$ cat src/rtl/ibus_uart_tx.sv
// rtl/ibus_uart_tx.sv - captures ibus read data after a fixed latency, buffers it and sends each word as two 8N1 UART frames
module ibus_uart_tx #(
  parameter int CLKS_PER_BIT = 868,
  parameter int RD_LAT       = 1,
  parameter int FIFO_DEPTH   = 4
) (
  input  logic        clk,
  input  logic        rst_n,
  input  logic        ren,
  input  logic [15:0] ibus_rdata,
  input  logic        clr_ovf,
  output logic        tx,
  output logic        busy,
  output logic        fifo_full,
  output logic        ovf
);

  localparam int AW = $clog2(FIFO_DEPTH);
  localparam int PW = AW + 1;
  localparam int CW = $clog2(CLKS_PER_BIT);
  localparam logic [CW-1:0] CNT_LAST = CW'(CLKS_PER_BIT - 1);

  typedef enum logic [1:0] {
    S_IDLE  = 2'd0,
    S_START = 2'd1,
    S_DATA  = 2'd2,
    S_STOP  = 2'd3
  } state_t;

  // read-strobe delay line
  logic [RD_LAT-1:0] ren_sr_q, ren_sr_d;
  logic              push;

  // FIFO storage and pointers (one extra wrap bit each)
  logic [15:0]   mem_q [FIFO_DEPTH];
  logic [PW-1:0] wr_ptr_q, wr_ptr_d;
  logic [PW-1:0] rd_ptr_q, rd_ptr_d;
  logic          empty, full, pop, push_ok, drop;
  logic [15:0]   fifo_rdata;
  logic          ovf_q, ovf_d;

  // transmitter
  state_t        state_q, state_d;
  logic          byte_sel_q, byte_sel_d;
  logic [2:0]    bit_idx_q, bit_idx_d;
  logic [2:0]    nxt_idx;
  logic [CW-1:0] cnt_q, cnt_d;
  logic [15:0]   hold_q, hold_d;
  logic          tx_q, tx_d;
  logic          cnt_last;
  logic [7:0]    cur_byte;

  assign push       = ren_sr_q[RD_LAT-1];
  assign empty      = (wr_ptr_q == rd_ptr_q);
  assign full       = (wr_ptr_q[AW] != rd_ptr_q[AW]) &&
                      (wr_ptr_q[AW-1:0] == rd_ptr_q[AW-1:0]);
  assign push_ok    = push & (~full | pop);
  assign drop       = push & full & ~pop;
  assign fifo_rdata = mem_q[rd_ptr_q[AW-1:0]];
  assign cnt_last   = (cnt_q == CNT_LAST);
  assign cur_byte   = byte_sel_q ? hold_q[15:8] : hold_q[7:0];
  assign nxt_idx    = bit_idx_q + 3'd1;

  assign tx        = tx_q;
  assign busy      = (state_q != S_IDLE) | ~empty;
  assign fifo_full = full;
  assign ovf       = ovf_q;

  // shift ren down the latency pipe; the last stage marks a valid rdata cycle
  always_comb begin
    ren_sr_d    = ren_sr_q;
    ren_sr_d[0] = ren;
    for (int i = 1; i < RD_LAT; i++) begin
      ren_sr_d[i] = ren_sr_q[i-1];
    end
  end

  // FIFO pointer advance and sticky overflow; a new drop wins over clr_ovf
  always_comb begin
    wr_ptr_d = wr_ptr_q;
    rd_ptr_d = rd_ptr_q;
    ovf_d    = ovf_q;
    if (push_ok) wr_ptr_d = wr_ptr_q + PW'(1);
    if (pop)     rd_ptr_d = rd_ptr_q + PW'(1);
    if (drop)         ovf_d = 1'b1;
    else if (clr_ovf) ovf_d = 1'b0;
  end

  // FIFO data write; contents need no reset since the pointers gate every read
  always_ff @(posedge clk) begin
    if (push_ok) mem_q[wr_ptr_q[AW-1:0]] <= ibus_rdata;
  end

  // frame sequencer: start, 8 data bits LSB first, stop; low byte then high byte
  always_comb begin
    state_d    = state_q;
    byte_sel_d = byte_sel_q;
    bit_idx_d  = bit_idx_q;
    cnt_d      = cnt_q;
    hold_d     = hold_q;
    tx_d       = tx_q;
    pop        = 1'b0;
    case (state_q)
      S_IDLE: begin
        tx_d = 1'b1;
        if (!empty) begin
          pop        = 1'b1;
          hold_d     = fifo_rdata;
          byte_sel_d = 1'b0;
          cnt_d      = '0;
          tx_d       = 1'b0;
          state_d    = S_START;
        end
      end
      S_START: begin
        if (cnt_last) begin
          cnt_d     = '0;
          bit_idx_d = 3'd0;
          tx_d      = cur_byte[0];
          state_d   = S_DATA;
        end else begin
          cnt_d = cnt_q + CW'(1);
        end
      end
      S_DATA: begin
        if (cnt_last) begin
          cnt_d = '0;
          if (bit_idx_q == 3'd7) begin
            tx_d    = 1'b1;
            state_d = S_STOP;
          end else begin
            bit_idx_d = nxt_idx;
            tx_d      = cur_byte[nxt_idx];
          end
        end else begin
          cnt_d = cnt_q + CW'(1);
        end
      end
      S_STOP: begin
        if (cnt_last) begin
          cnt_d = '0;
          if (!byte_sel_q) begin
            byte_sel_d = 1'b1;
            tx_d       = 1'b0;
            state_d    = S_START;
          end else if (!empty) begin
            pop        = 1'b1;
            hold_d     = fifo_rdata;
            byte_sel_d = 1'b0;
            tx_d       = 1'b0;
            state_d    = S_START;
          end else begin
            tx_d    = 1'b1;
            state_d = S_IDLE;
          end
        end else begin
          cnt_d = cnt_q + CW'(1);
        end
      end
      default: begin
        tx_d    = 1'b1;
        state_d = S_IDLE;
      end
    endcase
  end

  // state registers; reset drops any frame in flight and returns tx high
  always_ff @(posedge clk or negedge rst_n) begin
    if (!rst_n) begin
      ren_sr_q   <= '0;
      wr_ptr_q   <= '0;
      rd_ptr_q   <= '0;
      ovf_q      <= 1'b0;
      state_q    <= S_IDLE;
      byte_sel_q <= 1'b0;
      bit_idx_q  <= 3'd0;
      cnt_q      <= '0;
      hold_q     <= 16'h0000;
      tx_q       <= 1'b1;
    end else begin
      ren_sr_q   <= ren_sr_d;
      wr_ptr_q   <= wr_ptr_d;
      rd_ptr_q   <= rd_ptr_d;
      ovf_q      <= ovf_d;
      state_q    <= state_d;
      byte_sel_q <= byte_sel_d;
      bit_idx_q  <= bit_idx_d;
      cnt_q      <= cnt_d;
      hold_q     <= hold_d;
      tx_q       <= tx_d;
    end
  end

endmodule

$ cat config.mk
export PLATFORM = sky130hd
export DESIGN_NAME = ibus_uart_tx
export DESIGN_NICKNAME = d
export VERILOG_FILES = /design/src/rtl/ibus_uart_tx.sv
export SDC_FILE = /design/constraint.sdc
export NUM_CORES = 1
export LEC_CHECK = 0
export CAP_MARGIN = 20
export CORE_MARGIN = 4
export CORE_UTILIZATION = 30
export DETAILED_ROUTE_END_ITERATION = 6
export PLACE_DENSITY_LB_ADDON = 0.2
export SETUP_SLACK_MARGIN = 0.4
export SLEW_MARGIN = 5
export SYNTH_ARGS = -nofsm -noshare
export SYNTH_HDL_FRONTEND = slang
export SYNTH_SLANG_ARGS = --single-unit
$ cat constraint.sdc
create_clock -name clk -period 3.7 [get_ports clk]
set_input_delay 0.74 -clock clk [delete_from_list [all_inputs] [get_ports clk]]
set_output_delay 0.74 -clock clk [all_outputs]
set_load 0.03 [all_outputs]
After elaboration in Yosys (flattened, before gate mapping)
Memory sizes are Yosys's and may differ from the RTL's.
Index checks and enable logic that the tools add are counted.
{"block": "word_totals", "ramBits": 64, "memories": 1, "wordCells": 92, "regBits": 41, "input_bits": 20}
{"block": "op_classes", "order_cmp": 1, "muxes": 41, "bitwise_logic": 8, "n_addsub": 4, "eq_ne": 15, "n_reduce_logical": 12}
{"name": "mem_q", "depth": 4, "word_bits": 16, "read_ports": 1, "rd_clocked_by_memory_dff": 0, "write_ports": 1, "line_no": "35", "text": "logic [15:0] mem_q [FIFO_DEPTH];"}
{"cell": "16-bit two-way mux", "count": 3}
{"cell": "16-bit one-hot mux with 2 select lines", "count": 1}
{"cell": "10-bit two-way mux", "count": 2}
{"cell": "10-bit one-hot mux with 2 select lines", "count": 1}
{"cell": "1-bit two-way mux", "count": 19}
{"cell": "2-bit != test, second input constant", "count": 7}
{"cell": "10-bit by 1-bit adder with 10-bit output, second input constant", "count": 1}
{"cell": "10-bit equality test, second input constant", "count": 1}
{"cell": "2-bit two-way mux", "count": 5}
{"cell": "3-bit by 1-bit adder with 3-bit output, second input constant", "count": 3}
{"cell": "3-bit two-way mux", "count": 3}
{"cell": "3-bit AND reduction", "count": 3}
{"cell": "8-bit two-way mux", "count": 1}
{"cell": "2-bit one-hot mux with 4 select lines", "count": 1}
{"cell": "2-bit nonzero test", "count": 4}
{"cell": "3-bit one-hot mux with 2 select lines", "count": 1}
{"cell": "5-bit AND reduction", "count": 1}
{"cell": "2-bit equality test, second input constant", "count": 2}
{"cell": "3-bit by 4-bit < comparator with 1-bit output, second input constant", "count": 1}
{"cell": "1-bit one-hot mux with 2 select lines", "count": 2}
{"cell": "1-bit one-hot mux with 4 select lines", "count": 1}
{"cell": "4-bit AND reduction", "count": 1}
{"cell": "1-bit bitwise AND", "count": 3}
{"cell": "1-bit binary-select mux with 3-bit select", "count": 1}
{"cell": "other kinds (10)", "count": 13}

Logic depth before layout (Yosys ltp)
Gate-level depths: netlist of the first run.
{"block": "depth", "depth_word": 9, "mapped_depth": 7, "depth_no_buf": 7}

Worst setup path before layout of the first run
No wires, ideal clock.
{"block": "synth_path", "path_type": "register to register", "from": "register rd_ptr_q[1]", "to": "register wr_ptr_q[2]", "path_stages_with_launch": 7, "t_arrival_ps": 2337, "path_buffers": 1, "setup_slack_ps": 1209, "synth_period_minus_slack_ps": 2491, "setup_time_ps": 154, "path_cell_list": "dfrtp_1 buf_6 xor2_2 nor3_1 a21boi_2 and2_1 xor2_1"}
{"block": "synth_via", "elab_cells_between_ends": 10, "classes_between": "eq/ne: 2; mux: 4; bitwise: 3; reduce/logical: 1"}
{"element": "start: declaration", "line_no": "37", "text": "logic [PW-1:0] rd_ptr_q, rd_ptr_d;"}
{"element": "start signal: assignment", "line_no": "183", "text": "rd_ptr_q <= rd_ptr_d;"}
{"element": "2-bit equality test", "line_no": "56", "text": "(wr_ptr_q[AW-1:0] == rd_ptr_q[AW-1:0]);"}
{"element": "1-bit logical AND", "line_no": "55", "text": "assign full = (wr_ptr_q[AW] != rd_ptr_q[AW]) &&"}
{"element": "net fifo_full", "line_no": "14", "text": "output logic fifo_full,"}
{"element": "1-bit NOT", "line_no": "57", "text": "assign push_ok = push & (~full | pop);"}
{"element": "1-bit bitwise OR", "line_no": "57"}
{"element": "1-bit bitwise AND", "line_no": "57"}
{"element": "end signal: assignment", "line_no": "182", "text": "wr_ptr_q <= wr_ptr_d;"}
{"element": "end: declaration", "line_no": "36", "text": "logic [PW-1:0] wr_ptr_q, wr_ptr_d;"}
The timed path passes the listed nets, and every way through them passes these cells.
A chain may end at the register's enable or synchronous reset.

Final worst setup path of the first run
{"block": "layout_path", "from": "register state_q[0]", "to": "output busy"}
{"block": "layout_via", "elab_chain_cells": 2}
{"element": "start: declaration", "line_no": "43", "text": "state_t state_q, state_d;"}
{"element": "start signal: assignment", "line_no": "185", "text": "state_q <= state_d;"}
{"element": "2-bit nonzero test", "line_no": "65", "text": "assign busy = (state_q != S_IDLE) | ~empty;"}
{"element": "1-bit bitwise OR", "line_no": "65"}
{"element": "end: declaration", "line_no": "13", "text": "output logic busy,"}
No other way between the ends.

==> results of run 1 <==
-- placed cells by master (no fill, tap or decap), drive strengths merged, types with 2 or more instances in the layout --
master / instances
xor2: 4
a22o: 5
ha: 13
nor2b: 3
mux2: 21
dfrtp: 40
clkdlybuf4s50: 22
o21ai: 12
edfxtp: 64
nor3: 2
a31oi: 2
and2: 5
buf: 9
clkbuf: 9
nand3: 9
clkinv: 3
nand4: 2
mux4: 18
mux2i: 4
o31ai: 4
nor4: 2
and3: 2
xnor2: 4
inv: 15
nand2: 15
nor3b: 2
a21oi: 2
and3b: 2
nor2: 10
or3: 2
-- registers in the layout, summed over array words and instances (netlist names) --
register	cells
bit_idx_q	3
byte_sel_q	1
cnt_q	10
hold_q	16
mem_q	64
ovf	1
push	1
rd_ptr_q	3
state_q	2
tx	1
wr_ptr_q	3
-- metal layers --
metal	GRT usage	wire length, um
met5	0	0
met4	0.0416	144
met3	0.0297	266
met1	0.138	4040
met2	0.166	4060
-- worst reg2reg max path: stages, from the launching register on --
cell      delay [ns]
dfrtp_1         0.40
inv_1           0.11
ha_1            0.33
and3b_1         0.24
a41oi_1         0.18
a21boi_2        0.33
and2_1          0.21
buf_4           0.29
-- cell families after synthesis --
group,Yosys count
buffers and inverters,21
flip-flops,105
adder cells (fa/ha/maj),13
XOR/XNOR,8
multiplexers,43
AND/OR/NAND/NOR,59
AO/OA/AOI/OAI,41
-- cell type report --
| cell class | count | share of cell area |
|---|---|---|
| inverters | 11 | 0.00757 |
| clock inverters | 7 | 0.0110 |
| well taps | 211 | 0.0484 |
| multi-input cells | 164 | 0.295 |
| flip-flops and latches | 105 | 0.541 |
| clock buffers | 9 | 0.0413 |
| repair buffers | 31 | 0.0560 |
-- per-stage QoR --
stage	utilization	total power [mW]	hold slack, ns	area (sq um)
3_5_place_dp	0.337	3.39	0.494	5140
4_1_cts	0.356	4.33	0.512	5430
6_report	0.358	4.25	0.367	5460
2_1_floorplan	-	3.00	0.444	4680
5_1_grt	0.358	4.54	0.406	5460
3_3_place_gp	0.337	3.37	0.485	5140
-- cell usage after synthesis, types with 2 or more instances --
cell       n
dfrtp_1   40
buf_6      3
clkbuf_1   2
inv_1     11
a31oi_1    2
edfxtp_1  64
nor3_1     2
xor2_2     3
a21oi_1    2
ha_1      13
nand2_1   14
nor3b_1    2
mux2_2    11
nor2b_1    3
mux2_4    10
nand4_1    2
o31ai_1    4
or3_1      2
o21ai_0   12
xnor2_1    4
mux2i_1    4
and2_1     5
a22o_1     5
and3_1     2
nand3_1    8
mux4_2    18
buf_2      3
nor2_1    10
-- power by group through the flow --
stage	Sequential (mW)	Combinational, mW	Clock, mW
2_1_floorplan	1.76	1.25	0
3_3_place_gp	1.79	1.58	0
3_5_place_dp	1.80	1.59	0
4_1_cts	1.78	1.59	0.957
5_1_grt	1.81	1.72	1.01
6_report	1.77	1.56	0.919
-- worst max-delay path by stage --
stage,slack [ns],to,depth (start not counted)
3_5_place_dp,0.97,busy,7
6_report,0.60,busy,7
3_3_place_gp,1.02,busy,7
2_1_floorplan,1.21,wr_ptr_q[2],6
5_1_grt,0.45,busy,7
4_1_cts,0.58,busy,7
==> impl_metrics.env, run 1 <==
export IMPL_status="finished, final reports clean"
export IMPL_peakVddDrop_mv=0.305
export IMPL_synth_simple_gate_area_frac=0.0722
export IMPL_critPathLaunch="state_q[0]"
export IMPL_p_sw_frac=0.333
export IMPL_antenna_left=0
export IMPL_firstDrtPassIters=4
export IMPL_synth_top_area_cell="edfxtp_1"
export IMPL_netlist_area_sq_um=4680
export IMPL_crit_buf_inv=5
export IMPL_hold_viol=0
export IMPL_final_cells=538
export IMPL_synth_top_family_by_area="multiplexers"
export IMPL_r2r_setup_slack_ns=1.29
export IMPL_clock_sinks=105
export IMPL_arrival_ns=2.36
export IMPL_synthToLayoutAreaGrowth_pct=16.5
export IMPL_yosysTopAreaCellShare=0.411
export IMPL_crit_family="buffers and inverters"
export IMPL_htree_num_levels=3
export IMPL_insertion_delay_ns=0.35
export IMPL_pwr_share_seq=0.417
export IMPL_drc_errors=0
export IMPL_ys_flop_type="edfxtp_1"
export IMPL_fin_tns_setup_ns=0
export IMPL_path_max_fanout=15
export IMPL_cp_end_kind="primary output"
export IMPL_hold_buffers=0
export IMPL_crit_type="reg -> out"
export IMPL_max_cap_violations=0
export IMPL_crit_top_cell="inv_1"
export IMPL_die_width_um=133
export IMPL_synth_edf_count=64
export IMPL_clk_pin_slew_ns=0.07
export IMPL_grt_pass1_vias=2677
export IMPL_die_h_um=133
export IMPL_grt_max_degree=42
export IMPL_rr_worst_depth=7
export IMPL_regArea_sq_um=2950
export IMPL_internal_power_mw=2.84
export IMPL_syn_nets=323
export IMPL_vias=2468
export IMPL_dp_cells=521
export IMPL_yosys_top_cells_area="edfxtp_1, dfrtp_1, mux4_2, ha_1, mux2_4"
export IMPL_io_pins=24
export IMPL_rows=45
export IMPL_ctsResizeCount=0
export IMPL_port_buffers=23
export IMPL_fill_cells=1475
export IMPL_rsz0062_at_grt="false"
export IMPL_pwr_share_clk=0.216
export IMPL_cp_start_kind="flop"
export IMPL_dp_hpwl_mm=5.59
export IMPL_synthAdderAreaFrac=0.0348
export IMPL_start_util=0.307
export IMPL_netSwitchingPower_mw=1.41
export IMPL_drv_slew=0
export IMPL_layout_setup_ws_ns=0.605
export IMPL_fin_skew_ns=0.0109
export IMPL_grtUsageTotal=0.106
export IMPL_async_flop_share=0.390
export IMPL_cp_data_required_time_ns=2.96
export IMPL_grt_pass1_wl_mm=14.5
export IMPL_synth_area_per_cell_sq_um=16.1
export IMPL_worst_slew_pin_slew_ns=0.552
export IMPL_synth_distinct_cells=57
export IMPL_cts_made_buffers=9
export IMPL_synth_xor_area_frac=0.0198
export IMPL_maxSlewHeadroom=0.632
export IMPL_synth_compound_area_frac=0.0636
export IMPL_grt_overflow=0
export IMPL_synth_seq_area_share=0.630
export IMPL_diodes=0
export IMPL_power_density_nw_per_um2=779
export IMPL_multi_input_area_sq_um=1610
export IMPL_layout_drive_gt1_share=0.232
export IMPL_rr_endpoint="mem_q[3][13]"
export IMPL_routed_wl_mm=8.51
export IMPL_antenna_found_initial=0
export IMPL_clock_fmax_ghz=0.323
export IMPL_worstHoldPathType="in -> async"
export IMPL_post_route_min_period_ns=3.10
export IMPL_yosys_warnings=0
export IMPL_via_per_inst=4.59
export IMPL_ctsLongestPathBuffers=2
export IMPL_pwr_share_comb=0.367
export IMPL_root_buffer="clkbuf_16"
export IMPL_path_cells="inv_1 -> ha_1 -> inv_1 -> nor4_4 -> buf_4 -> inv_1 -> clkdlybuf4s50_1"
export IMPL_finalSetupViolations=0
export IMPL_dp_slack_ns=0.975
export IMPL_synth_mux_area_fraction=0.154
export IMPL_crit_slowest_cell="clkdlybuf4s50_1"
export IMPL_first_iter_violations=174
export IMPL_power_leakage_nw=2.01
export IMPL_wl_per_cell_um=15.8
export IMPL_post_cts_buffers=0
export IMPL_period_share=0.837
export IMPL_r2r_start="state_q[0]"
export IMPL_fin_nets=355
export IMPL_cp_slowest_stage_delay_ns=0.59
export IMPL_die_area_sq_um=17700
export IMPL_cts_tree="done"
export IMPL_syn_inst=290
export IMPL_place_congestion=0.708
export IMPL_core_sq_um=15300
export IMPL_yosys_register_bits=105
No activity file was read; power rests on OpenSTA's default activity.
==> inputs of run 2 (changes only) <==
==> constraint.sdc (replaced) <==
create_clock -name clk -period 2.5 [get_ports clk]
set_input_delay 0.5 -clock clk [delete_from_list [all_inputs] [get_ports clk]]
set_output_delay 0.5 -clock clk [all_outputs]
set_load 0.03 [all_outputs]
==> run 2 against run 1 <==
Compared with the run above: core utilization grew 2.1 points; wire length up 7.9%; global-route usage rose by 0.63 points; cell area rose by 5.8%; clock power grew 51%; die area did not move; power grew 60%; largest cell class unchanged; largest power group is now combinational logic.
==> impl_metrics.env, run 2 (same netlist as run 1, synthesis figures left out) <==
export IMPL_dp_hpwl_mm=5.89
export IMPL_path_max_fanout=16
export IMPL_power_density_nw_per_um2=1180
export IMPL_maxSlewHeadroom=0.749
export IMPL_port_buffers=23
export IMPL_grt_overflow=0
export IMPL_io_pins=24
export IMPL_diodes=0
export IMPL_via_per_inst=4.64
export IMPL_arrival_ns=2.28
export IMPL_crit_type="reg -> reg"
export IMPL_cp_start_kind="flop"
export IMPL_wl_per_cell_um=16.5
export IMPL_fin_util=0.378
export IMPL_antenna_found_initial=0
export IMPL_period_share=0.863
export IMPL_crit_slowest_cell="dfrtp_1"
export IMPL_worstHoldPathType="in -> async"
export IMPL_first_iter_violations=100
export IMPL_post_route_min_period_ns=2.16
export IMPL_fin_tns_setup_ns=0
export IMPL_drv_slew=0
export IMPL_hold_viol=0
export IMPL_cts_tree="done"
export IMPL_layout_common_cells="edfxtp_1, dfrtp_1, buf_4"
export IMPL_finalSetupViolations=0
export IMPL_pwr_share_clk=0.205
export IMPL_netSwitchingPower_mw=2.27
export IMPL_grt_pass1_wl_mm=15.0
export IMPL_path_cells="buf_4 -> buf_4 -> ha_4 -> and3b_2 -> a41oi_2 -> a21boi_2 -> buf_4 -> buf_4 -> and2_4 -> buf_12"
export IMPL_cp_slowest_stage_delay_ns=0.41
export IMPL_cp_data_required_time_ns=2.62
export IMPL_internal_power_mw=4.52
export IMPL_grt_max_degree=27
export IMPL_multi_input_area_sq_um=1680
export IMPL_pwr_share_seq=0.385
export IMPL_final_common_cell="edfxtp_1"
export IMPL_worst_slew_pin_slew_ns=0.367
export IMPL_die_h_um=133
export IMPL_core_sq_um=15300
export IMPL_crit_top_cell="buf_4"
export IMPL_die_width_um=133
export IMPL_hold_slack_ns=0.0465
export IMPL_insertion_delay_ns=0.36
export IMPL_routed_wl_mm=9.19
export IMPL_peakVddDrop_mv=0.509
export IMPL_fill_cells=1423
export IMPL_power_leakage_nw=2.16
export IMPL_grtUsageTotal=0.112
export IMPL_antenna_left=0
export IMPL_clock_fmax_ghz=0.463
export IMPL_drc_errors=0
export IMPL_rsz0062_at_grt="true"
export IMPL_pwr_share_comb=0.410
export IMPL_root_buffer="clkbuf_16"
export IMPL_place_congestion=0.746
export IMPL_ctsLongestPathBuffers=2
export IMPL_htree_num_levels=3
export IMPL_clk_pin_slew_ns=0.08
export IMPL_firstDrtPassIters=4
export IMPL_crit_buf_inv=5
export IMPL_cts_made_buffers=9
export IMPL_die_area_sq_um=17700
export IMPL_start_util=0.307
export IMPL_status="finished, final reports clean"
export IMPL_clock_sinks=105
export IMPL_synthToLayoutAreaGrowth_pct=23.3
export IMPL_max_cap_violations=0
export IMPL_fin_nets=374
export IMPL_crit_family="buffers and inverters"
export IMPL_grt_pass1_vias=2772
export IMPL_layout_drive_gt1_share=0.335
export IMPL_largest_reg_flops=64
export IMPL_cp_end_kind="flop"
export IMPL_fin_skew_ns=0.00671
export IMPL_rows=45
export IMPL_regArea_sq_um=2950
export IMPL_p_sw_frac=0.334
export IMPL_vias=2586
## run 2: layout make-up
cell class                      instances  share of cell area
Clock buffer                            9              0.0390
Clock inverter                          7              0.0121
Inverter                               11             0.00716
Multi-Input combinational cell        164               0.291
Sequential cell                       105               0.512
Tap cell                              211              0.0458
Timing Repair Buffer                   50              0.0930
## run 2: metrics by stage
| step | instances | total power [mW] | cell area, sq um | setup WS [ns] |
|---|---|---|---|---|
| 3_5_place_dp | 524 | 5.10 | 5220 | 0.153 |
| 6_report | 557 | 6.78 | 5770 | 0.342 |
| 5_1_grt | 557 | 7.26 | 5770 | 0.259 |
| 4_1_cts | 549 | 6.74 | 5660 | 0.329 |
| 3_3_place_gp | 524 | 5.07 | 5220 | 0.196 |
| 2_1_floorplan | 290 | 4.46 | 4690 | 0.409 |
## run 2: worst paths after layout
path,cells after the start,startpoint,to,slack [ns]
setup / recovery,10,state_q[0],mem_q[0][7],0.34
hold / removal,1,rst_n,cnt_q[6],0.05
setup reg to reg,10,state_q[0],mem_q[0][7],0.34
hold reg to reg,1,hold_q[2],hold_q[2],0.51
max in group asynchronous,2,rst_n,tx,1.74
min in group clk,1,hold_q[2],hold_q[2],0.51
## run 2: layer usage
layer,up-vias,GRT usage,part of all wire
met1,1325,0.136,0.45
met5,-,0,0
met4,0,0.0318,0.013
li1,1220,-,-
met3,7,0.0418,0.037
met2,34,0.187,0.50
## run 2: what timing repair did
item	CTS	global route
cloned	2	1
hold buffers	0	0
setup endpoints to repair	68	71
setup buffers	7	7
pin swaps	4	5
resized for setup	20	11
## run 2: power by group through the flow
| stage | logic (mW) | clock network (mW) | registers (mW) |
|---|---|---|---|
| floorplan | 1.86 | 0 | 2.60 |
| global placement | 2.43 | 0 | 2.64 |
| detailed placement | 2.45 | 0 | 2.66 |
| CTS | 2.67 | 1.45 | 2.62 |
| global route | 3.04 | 1.54 | 2.67 |
| finish | 2.78 | 1.39 | 2.61 |
